## src/rtl/window_sched.sv

```systemverilog
// window_sched: trial controller that gates samples into window_gen and triggers window readouts.
// Optional macro WINDOW_SCHED_STATS_EN adds the stall_cycles statistics output.
module window_sched #(
    parameter int DATA_WIDTH        = 16,
    parameter int WINDOW_SIZE       = 32,
    parameter int HOP               = 8,
    parameter int WINDOWS_PER_TRIAL = 16,
    localparam int CNT_W  = $clog2(WINDOW_SIZE + 1),
    localparam int WIDX_W = $clog2(WINDOWS_PER_TRIAL) + 1
) (
    input  logic                         clk,
    input  logic                         rst,
    input  logic                         start,
    input  logic                         abort,
    input  logic signed [DATA_WIDTH-1:0] s_sample,
    input  logic                         s_valid,
    output logic                         s_ready,
    output logic signed [DATA_WIDTH-1:0] gen_sample,
    output logic                         gen_valid,
    output logic                         read_trig,
    output logic [WIDX_W-1:0]            win_idx,
    output logic                         busy,
    output logic                         trial_done
`ifdef WINDOW_SCHED_STATS_EN
    ,
    output logic [31:0]                  stall_cycles
`endif
);

    if (HOP < 1 || HOP > WINDOW_SIZE) begin : g_bad_hop
        $error("window_sched: HOP must be in 1..WINDOW_SIZE");
    end
    if (WINDOWS_PER_TRIAL < 1) begin : g_bad_wpt
        $error("window_sched: WINDOWS_PER_TRIAL must be >= 1");
    end

    typedef enum logic [2:0] {
        S_IDLE,
        S_FILL,
        S_READ,
        S_HOP,
        S_DONE
    } state_t;

    state_t            state_q, state_d;
    logic [CNT_W-1:0]  smp_q, smp_d;
    logic [CNT_W-1:0]  rd_q, rd_d;
    logic [WIDX_W-1:0] widx_q, widx_d;
    logic              trig_q, trig_d;
    logic              busy_q, busy_d;
    logic              done_q, done_d;
    logic              accept;

    assign s_ready    = (state_q == S_FILL) || (state_q == S_HOP);
    assign accept     = s_valid & s_ready;
    assign gen_valid  = accept;
    assign gen_sample = s_sample;
    assign read_trig  = trig_q;
    assign win_idx    = widx_q;
    assign busy       = busy_q;
    assign trial_done = done_q;

    always_comb begin
        state_d = state_q;
        smp_d   = smp_q;
        rd_d    = rd_q;
        widx_d  = widx_q;
        trig_d  = 1'b0;
        // abort beats every transition, including the final accept or read cycle
        if (abort && state_q != S_IDLE) begin
            state_d = S_IDLE;
            smp_d   = '0;
            rd_d    = '0;
            widx_d  = '0;
        end else begin
            case (state_q)
                S_IDLE: begin
                    if (start && !abort) begin
                        state_d = S_FILL;
                        smp_d   = '0;
                        rd_d    = '0;
                        widx_d  = '0;
                    end
                end
                S_FILL: begin
                    if (accept) begin
                        if (smp_q == CNT_W'(WINDOW_SIZE - 1)) begin
                            state_d = S_READ;
                            smp_d   = '0;
                            rd_d    = '0;
                            trig_d  = 1'b1;
                        end else begin
                            smp_d = smp_q + CNT_W'(1);
                        end
                    end
                end
                S_READ: begin
                    if (rd_q == CNT_W'(WINDOW_SIZE - 1)) begin
                        rd_d = '0;
                        if (widx_q == WIDX_W'(WINDOWS_PER_TRIAL - 1)) begin
                            state_d = S_DONE;
                        end else begin
                            widx_d  = widx_q + WIDX_W'(1);
                            state_d = S_HOP;
                        end
                    end else begin
                        rd_d = rd_q + CNT_W'(1);
                    end
                end
                S_HOP: begin
                    if (accept) begin
                        if (smp_q == CNT_W'(HOP - 1)) begin
                            state_d = S_READ;
                            smp_d   = '0;
                            rd_d    = '0;
                            trig_d  = 1'b1;
                        end else begin
                            smp_d = smp_q + CNT_W'(1);
                        end
                    end
                end
                S_DONE:  state_d = S_IDLE;
                default: state_d = S_IDLE;
            endcase
        end
        busy_d = (state_d != S_IDLE);
        done_d = (state_d == S_DONE);
    end

    always_ff @(posedge clk) begin
        if (rst) begin
            state_q <= S_IDLE;
            smp_q   <= '0;
            rd_q    <= '0;
            widx_q  <= '0;
            trig_q  <= 1'b0;
            busy_q  <= 1'b0;
            done_q  <= 1'b0;
        end else begin
            state_q <= state_d;
            smp_q   <= smp_d;
            rd_q    <= rd_d;
            widx_q  <= widx_d;
            trig_q  <= trig_d;
            busy_q  <= busy_d;
            done_q  <= done_d;
        end
    end

`ifdef WINDOW_SCHED_STATS_EN
    logic [31:0] stall_q, stall_d;

    always_comb begin
        stall_d = stall_q;
        if (state_q == S_IDLE && start && !abort) begin
            stall_d = '0;
        end else if (busy_q && s_valid && !s_ready && stall_q != 32'hFFFF_FFFF) begin
            stall_d = stall_q + 32'd1;
        end
    end

    always_ff @(posedge clk) begin
        if (rst) begin
            stall_q <= '0;
        end else begin
            stall_q <= stall_d;
        end
    end

    assign stall_cycles = stall_q;
`endif

endmodule

```

## config.mk

```make
export PLATFORM = sky130hd
export DESIGN_NAME = window_sched
export DESIGN_NICKNAME = d
export VERILOG_FILES = /design/src/rtl/window_sched.sv
export SDC_FILE = /design/constraint.sdc
export NUM_CORES = 1
export LEC_CHECK = 0
export CORE_ASPECT_RATIO = 1.25
export CORE_MARGIN = 8
export CORE_UTILIZATION = 41
export DETAILED_ROUTE_END_ITERATION = 16
export PLACE_DENSITY = 0.84
export SETUP_SLACK_MARGIN = 0.02
export SYNTH_ARGS = -nofsm -noshare
export SYNTH_HDL_FRONTEND = slang
export SYNTH_SLANG_ARGS = --single-unit
```

## constraint.sdc

```tcl
create_clock -name clk -period 1.9 [get_ports clk]
set_input_delay 0.38 -clock clk [delete_from_list [all_inputs] [get_ports clk]]
set_output_delay 0.38 -clock clk [all_outputs]
set_load 0.05 [all_outputs]
```

==> flow_summary.yaml, run 1 <==
die:
  die_height_microns: 81.0
  num_io_pins: 47
  coreArea_sq_um: 3220
  die_w_microns: 68.0
  row_count: 23
  die-area_sq_um: 5510
  initial_core_util_pct: 43.1
power_and_ir_drop:
  leakagePower_nw: 0.631
  switching_share_pct: 25.3
  pwr-share-clk_pct: 32.3
  power_mw: 0.936
  p_int_mw: 0.699
  power_frac_comb_pct: 15.1
  p_switching_mw: 0.237
  power.density_nw_per_um2: 558
  p_seq_share_pct: 52.6
  peakVddDrop_v: 0.000282
global_route:
  grt_pass1_wl_microns: 5310
  grt-ovfl-total: 0
  grt_max_degree: 13
  grt_pass1_vias: 1175
  grt_usage_pct: 12.3
  antenna_found_initial: 0
finish:
  drive_gt1_share_pct: 25.0
  final-instance-count-excl-fill: 213
  diodes: 0
  areaGrowthSynthToFinish_pct: 20.8
  fin_util_pct: 52.0
  fillerInstances: 296
  final_nets: 202
logic_synthesis:
  async_flop_share_pct: 0
  synth_xor_xnor_area_share_pct: 3.16
  synth_flop_cell: "dfxtp_1"
  syn_nets: 187
  synth.top_cell.area_share_pct: 33.2
  synthDistinctLibCells: 42
  yosys.area_share.adder_pct: 3.61
  synth_area_leaders: "dfxtp_1 33%, buf_4 9.2%, a21oi_1 4.3%"
  yosysMostFrequentCell: "dfxtp_1"
  yosys.area.top_type: "dfxtp_1"
  muxShareOfSynthArea_pct: 0
  yosys_warnings: 0
  netlist_area_sq_um: 1390
  synth_top_cells_by_count: "23 x dfxtp_1, 17 x buf_4, 12 x a21oi_1"
  synth_compound_area_share_pct: 25.2
  yosysSeqAreaShare_pct: 33.2
  synth_simple_gate_area_share_pct: 23.5
  synth_cells: 162
  synth_seq_cells: 23
  synth_top_family_by_area: "compound AO/OA/AOI/OAI gates"
  synth-edff-count: 0
  syn_avg_cell_area_sq_um: 8.57
clock_network:
  h-tree-depth: 1
  cts_tree: "yes"
  ctsHoldBuffers: 0
  clkTransAtPathRegs_ps: 80
  root_buffer: "clkbuf_8"
  cts.sink_count: 23
  cts-buffers-inserted: 3
  clockBufferDepth: 2
  clk-insertion-delay-late_ps: 260
timing:
  hold_viol: 0
  fmax_mhz: 525
  worst_hold_slack_ps: 492
  slew_violations: 0
  rsz0062_at_grt: "true"
  setup_tns_ps: -7.32
  worst_pin_slew_ps: 507
  skew_ps: 3.45
  max_slew_margin_pct: 66.1
  setup_viol: 2
  fin_crit_sh_pct: 100
  min_period_ps: 1900
  worst_slack_ps: -4.68
placed_design:
  placed_cells: 207
  dp_hpwl_microns: 2430
  gp_congestion: 0.837
  port_buffers: 14
hold_path:
  min-delay-start: "win_idx[4]"
  min_to: "win_idx[4]"
  worstHoldPathType: "flip-flop to flip-flop"
  whs_path_depth: 2
route:
  ant_nets: 0
  drc_errors: 0
  post_drt_via_cell_ratio: 5.71
  finalWirelength_microns: 3190
  vias: 1217
  firstDrtPassIters: 4
  drt_iter0_drc: 58
  wl_per_cell_microns: 15.0
setup_path:
  cp.arrival_ps: 2050
  crit_path_end_kind: "flip-flop"
  r2r_cells: 8
  regToRegStartpoint: "win_idx[1]"
  crit_required_ps: 2050
  worstSetupPathType: "flip-flop to flip-flop"
  path_max_fanout: 6
  worst-r2r-setup-slack_ps: -5
  cp-start-kind: "flip-flop"
  r2r-end: "win_idx[1]"
flow_run:
  drv_cap: 0
run_status:
  violations: "setup timing"
  run_status: "complete, but fails checks"
## cell type report
cell class                      instances  area, sq um  share of cell area (%)
Clock buffer                            4         45.0                    2.69
Inverter                                3         15.0                   0.896
Multi-Input combinational cell        115          817                    48.7
Sequential cell                        23          470                    28.1
Tap cell                               37         46.3                    2.76
Timing Repair Buffer                   31          283                    16.9
## state kept, by name, indices dropped and copies added, names as in the netlist
name / count
smp_q: 6
rd_q: 6
trial_done: 1
win_idx: 5
busy: 1
state_q: 3
read_trig: 1
## power by group through the flow
stage / clock network, mW / logic (mW) / registers (mW)
after floorplan: 0 / 0.161 / 0.506
after global placement: 0 / 0.137 / 0.503
after detailed placement: 0 / 0.139 / 0.503
after CTS: 0.313 / 0.141 / 0.492
after global routing: 0.339 / 0.151 / 0.494
final: 0.302 / 0.141 / 0.492
## worst max-delay path: stages (launching register included)
cell      delay (ps)
dfxtp_4          370
ha_4             150
and3_4           180
ha_4             160
nand2b_4         120
o32a_1           400
buf_4            180
o21ai_1          140
a21oi_1           90
## repair_timing
action                     in CTS  in global routing
setup endpoints to repair       2                  9
setup buffers                   1                  1
resized for setup               0                  6
pin swaps                       1                  1
## routing by layer
layer / vias to the layer above / share of wire [%] / GRT usage (%) / wire (microns)
met3: 7 / 5.9 / 1.79 / 187
met2: 28 / 50 / 20.7 / 1600
met1: 572 / 41 / 13.7 / 1310
met5: - / 0 / 0 / 0
met4: 0 / 2.8 / 8.62 / 88
li1: 610 / - / - / -
## per-stage QoR
stage	worst slack, ps	instance area [sq um]
finish	-4.68	1680
global route	-90.4	1680
CTS	40.9	1660
detailed placement	-170	1610
global placement	-163	1610
floorplan	23.2	1450
## worst max-delay path by stage
stage | startpoint | endpoint | cells past startpoint
2_1_floorplan | win_idx[1] | win_idx[2] | 7
3_3_place_gp | start | rd_q[4] | 6
3_5_place_dp | start | smp_q[5] | 5
4_1_cts | state_q[0] | gen_valid | 4
5_1_grt | win_idx[1] | win_idx[1] | 8
6_report | win_idx[1] | win_idx[1] | 8
## cells by family (layout without fill, tap and decap cells)
kind of cell | after synthesis | after routing
and+or+nand+nor | 58 | 58
AOI/OAI and AO/OA | 48 | 48
buffers and inverters | 24 | 38
DFF | 23 | 23
xor gates and xnor gates | 5 | 5
adders and majority gates | 4 | 4
## placed cells by master (no fill, tap or decap), drive strengths merged, types with 2 or more instances in the layout
| master | count |
|---|---|
| a21oi | 14 |
| nor2 | 7 |
| a211oi | 5 |
| a2111oi | 5 |
| o21ai | 9 |
| a221oi | 2 |
| dfxtp | 23 |
| ha | 4 |
| buf | 22 |
| xnor2 | 3 |
| nand2b | 5 |
| clkbuf | 4 |
| and3b | 2 |
| or2 | 3 |
| nand3 | 6 |
| clkdlybuf4s50 | 8 |
| inv | 2 |
| nor2b | 2 |
| nor3 | 8 |
| a21o | 3 |
| or3 | 3 |
| a2bb2oi | 3 |
| nand2 | 11 |
| xor2 | 2 |
| and3 | 4 |
Power figures use the tool's default switching activity.
==> inputs of run 2 (changes only) <==
Settings changed: CORE_UTILIZATION 41 to 45, PLACE_DENSITY 0.84 to 0.87.
Clock period 1.9 ns to 1.8 ns, I/O delays scaled along.
==> run 2 against run 1 <==
The flow still finishes with violations (setup timing). Power fell by 1.2%. Sequential cell count is the same. Setup slack got worse by 77 ps. Clock power is 16% lower. Utilization rose by 6.4 points. Non-clock buffer count grew 3. Largest cell class unchanged. Critical endpoint is now win_idx[2]. Largest power group unchanged.
==> flow_summary.yaml, run 2 (same netlist as run 1, synthesis figures left out) <==
power_and_ir_drop:
  leakagePower_nw: 0.641
  peakVddDrop_v: 0.000275
  power.density_nw_per_um2: 538
die:
  coreArea_sq_um: 2950
  row_count: 22
  die_height_microns: 78.1
  die_w_microns: 65.7
  initial_core_util_pct: 47.1
  num_io_pins: 47
  die-area_sq_um: 5130
timing:
  fin_crit_sh_pct: 105
  worst_hold_slack_ps: 517
  skew_ps: 9.94
  min_period_ps: 1880
  worst_slack_ps: -81.3
  worst_pin_slew_ps: 508
  setup_viol: 3
  fmax_mhz: 532
  hold_viol: 0
  rsz0062_at_grt: "true"
  max_slew_margin_pct: 65.8
  slew_violations: 0
clock_network:
  h-tree-depth: 1
  clk-insertion-delay-late_ps: 330
  cts_tree: "yes"
  root_buffer: "clkbuf_4"
  cts.sink_count: 23
  clockBufferDepth: 2
  clkTransAtPathRegs_ps: 140
  cts-buffers-inserted: 3
hold_path:
  whs_path_depth: 2
  worstHoldPathType: "flip-flop to flip-flop"
  min-delay-start: "win_idx[4]"
run_status:
  violations: "setup timing"
  run_status: "complete, but fails checks"
placed_design:
  port_buffers: 14
  dp_hpwl_microns: 2740
  placed_area_sq_um: 1610
  gp_congestion: 0.818
  placed_cells: 208
setup_path:
  cp-start-kind: "flip-flop"
  r2r_cells: 7
  worstSetupPathType: "flip-flop to flip-flop"
  r2r-end: "win_idx[2]"
  path_max_fanout: 6
  crit_required_ps: 2080
  endpoint: "win_idx[2]"
  crit_path_end_kind: "flip-flop"
  cp.arrival_ps: 2160
  worstSetupStartpoint: "win_idx[0]"
  regToRegStartpoint: "win_idx[0]"
  worst-r2r-setup-slack_ps: -80
global_route:
  grt_pass1_wl_microns: 6140
  grt-ovfl-total: 0
  grt_max_degree: 18
  antenna_found_initial: 0
  grt_pass1_vias: 1358
  grt_usage_pct: 14.7
finish:
  final-instance-count-excl-fill: 215
  fin_area_sq_um: 1720
  fin_util_pct: 58.4
  diodes: 0
  final_nets: 205
  final_cell_mix: "27 x buf_4, 18 x dfxtp_1, 11 x nand2_1, 10 x a21oi_1"
  fillerInstances: 239
  layout.cells.most_common: "buf_4"
  areaGrowthSynthToFinish_pct: 24.0
  drive_gt1_share_pct: 35.2
route:
  wl_per_cell_microns: 17.1
  ant_nets: 0
  vias: 1288
  finalWirelength_microns: 3680
  firstDrtPassIters: 4
  drc_errors: 0
  drt_iter0_drc: 76
  post_drt_via_cell_ratio: 5.99
flow_run:
  drv_cap: 0
[run 2: cell count changes in the layout (fill, tap and decap cells not counted), sizes merged]
cell           delta
buf               +8
clkbuf            -1
clkdlybuf4s50     -4
clkinv            +1
dlymetal6s2s      -1
[run 2: metrics by stage]
step / total power [mW] / worst slack, ps / TNS [ps]
final: 0.925 / -81.3 / -154
after global routing: 0.957 / -128 / -567
after CTS: 0.923 / -83.8 / -233
after detailed placement: 0.666 / -343 / -3770
after global placement: 0.660 / -258 / -2880
after floorplan: 0.704 / -76.8 / -186
[run 2: critical path, cell delays in order (launching register included)]
cell,delay [ps]
dfxtp_4,380
ha_4,150
and3_4,180
ha_4,150
nand2b_4,130
o32a_1,360
or3_1,350
a21oi_2,130
[run 2: cell type report]
class                   count  area (sq um)  share of cell area [%]
inverters                   3          15.0                   0.873
repair buffers             34           298                    17.3
multi-input cells         115           863                    50.2
flip-flops and latches     23           472                    27.4
clock inverters             1          5.00                   0.291
clock buffers               3          22.5                    1.31
well taps                  36          45.0                    2.62
[run 2: repair_timing]
item                       in CTS  in global routing
resized for setup               6                 14
pin swaps                       2                  2
setup endpoints to repair       7                 14
hold buffers                    0                  0
setup buffers                   3                  0
[run 2: worst min path at each step]
stage	to
final	win_idx[4]
after global routing	rd_q[0]
after CTS	win_idx[4]
after detailed placement	win_idx[4]
after global placement	win_idx[4]
after floorplan	rd_q[1]
[run 2: metal layers]
metal / global-route usage (%) / part of all wire (%)
met3: 2.84 / 5.6
met1: 14.9 / 38
met5: 0 / 0
met4: 9.19 / 2.2
met2: 26.5 / 55
[run 2: power breakdown]
part	total [mW]	leakage [nW]	switching, mW	internal, mW
Sequential	0.517	0.189	0.00502	0.512
Clock	0.255	0.0177	0.172	0.0836
Combinational	0.153	0.434	0.0888	0.0639
==> inputs of run 3 (changes only) <==
Settings changed: PLACE_DENSITY 0.87 to 0.79.
Clock period 1.8 ns to 1.9 ns, I/O delays scaled along.
==> run 3 against run 2 <==
The run now ends clean. Global-route usage fell by 2.2 points. Clock skew is 5.0 ps lower. Sequential power down 5.4%. Die area is the same. Non-clock buffer count shrank 2. Largest cell class unchanged. Largest power group unchanged.
==> flow_summary.yaml, run 3 (same netlist as run 1, synthesis figures left out) <==
run_status:
  run_status: "finished clean"
setup_path:
  crit_path_end_kind: "flip-flop"
  max_stage_delay_ps: 390
  path_common_cell: "ha_4"
  path_max_fanout: 6
  worstSetupPathType: "flip-flop to flip-flop"
  cp-start-kind: "flip-flop"
  cp.arrival_ps: 2120
  critPathSlowestCell: "dfxtp_4"
  worst-r2r-setup-slack_ps: 20
  regToRegStartpoint: "win_idx[1]"
  r2r-end: "win_idx[2]"
  cp_cell_sequence: "ha_4 -> and3_4 -> ha_4 -> nand2b_4 -> o32a_1 -> or3_1 -> a21oi_2"
  crit_required_ps: 2150
  r2r_cells: 7
global_route:
  grt-ovfl-total: 0
  grt_pass1_wl_microns: 5310
  grt_pass1_vias: 1154
  grt_max_degree: 13
  antenna_found_initial: 0
  grt_usage_pct: 12.5
route:
  vias: 1279
  drc_errors: 0
  wl_per_cell_microns: 15.0
  post_drt_via_cell_ratio: 6.00
  finalWirelength_microns: 3210
  drt_iter0_drc: 47
  ant_nets: 0
  firstDrtPassIters: 4
finish:
  fillerInstances: 267
  layout.cells.most_common: "buf_4"
  areaGrowthSynthToFinish_pct: 20.5
  drive_gt1_share_pct: 27.7
  final_nets: 203
  diodes: 0
  final_cell_mix: "22 x buf_4, 18 x dfxtp_1, 11 x nand2_1, 10 x a21oi_1"
clock_network:
  cts_tree: "yes"
  root_buffer: "clkbuf_4"
  cts.sink_count: 23
  clkTransAtPathRegs_ps: 120
  cts-buffers-inserted: 3
  clockBufferDepth: 2
  h-tree-depth: 1
  ctsHoldBuffers: 0
  clk-insertion-delay-late_ps: 300
placed_design:
  gp_congestion: 0.931
  dp_hpwl_microns: 2480
  port_buffers: 14
die:
  die_w_microns: 65.7
  die-area_sq_um: 5130
  row_count: 22
  die_height_microns: 78.1
  initial_core_util_pct: 47.1
  num_io_pins: 47
  coreArea_sq_um: 2950
timing:
  fin_crit_sh_pct: 98.8
  slew_violations: 0
  worst_pin_slew_ps: 492
  min_period_ps: 1880
  setup_viol: 0
  skew_ps: 4.92
  rsz0062_at_grt: "true"
  worst_hold_slack_ps: 506
  max_slew_margin_pct: 66.8
  setup_tns_ps: 0
  hold_viol: 0
  fmax_mhz: 533
power_and_ir_drop:
  leakagePower_nw: 0.630
  peakVddDrop_v: 0.000255
  power.density_nw_per_um2: 512
hold_path:
  min_to: "win_idx[4]"
  worstHoldPathType: "flip-flop to flip-flop"
  min-delay-start: "win_idx[4]"
  whs_path_depth: 2
flow_run:
  drv_cap: 0
## run 3: worst max path at each step
stage / start / to / slack, ps / cells past startpoint
2_1_floorplan: win_idx[1] / win_idx[2] / 20 / 7
3_3_place_gp: start / smp_q[4] / -170 / 5
3_5_place_dp: abort / rd_q[4] / -230 / 6
4_1_cts: win_idx[1] / win_idx[2] / 20 / 7
5_1_grt: abort / rd_q[4] / -50 / 6
6_report: win_idx[1] / win_idx[2] / 20 / 7
## run 3: area by class of cell
cell class	instances	area, sq um	area share [%]
clock buffer	4	26.3	1.57
inverter	3	15.0	0.898
multi-input combinational	115	826	49.4
sequential	23	472	28.2
tap	36	45.0	2.69
timing repair buffer	32	288	17.2
## run 3: stage by stage
step                      worst slack, ps  area (sq um)  std cells  power (mW)  util (%)
after floorplan                      23.2          1450        162       0.667         -
after global placement               -170          1620        207       0.638      54.8
after detailed placement             -227          1620        207       0.642      54.8
after CTS                            20.3          1650        212       0.866      56.0
after global routing                -48.2          1670        213       0.903      56.8
final                                23.6          1670        213       0.856      56.8
## run 3: repair_timing
item,CTS,global route
hold endpoints to repair,0,0
endpoints found under the setup margin,3,9
pin swaps,1,0
gates resized for setup,1,8
setup buffers,1,1
## run 3: report_power, final
| part | switching (mW) | leakage (nW) | internal [mW] |
|---|---|---|---|
| clock network | 0.140 | 0.0150 | 0.0817 |
| logic | 0.0799 | 0.427 | 0.0651 |
| registers | 0.00430 | 0.189 | 0.485 |
| total | 0.224 | 0.630 | 0.632 |
## run 3: critical path: cells and delay by family (launching register included)
kind            cells  cell delay [ps]
simple gates        3              650
compound gates      2              460
flops               1              390
fa+ha+maj           2              320
## run 3: per-layer routing
metal | global-route usage [%] | share of wire (%) | wire [microns]
met5 | 0 | 0 | 0
met4 | 4.60 | 0.90 | 29
met3 | 3.27 | 5.0 | 161
met2 | 22.2 | 51 | 1650
met1 | 13.8 | 43 | 1370
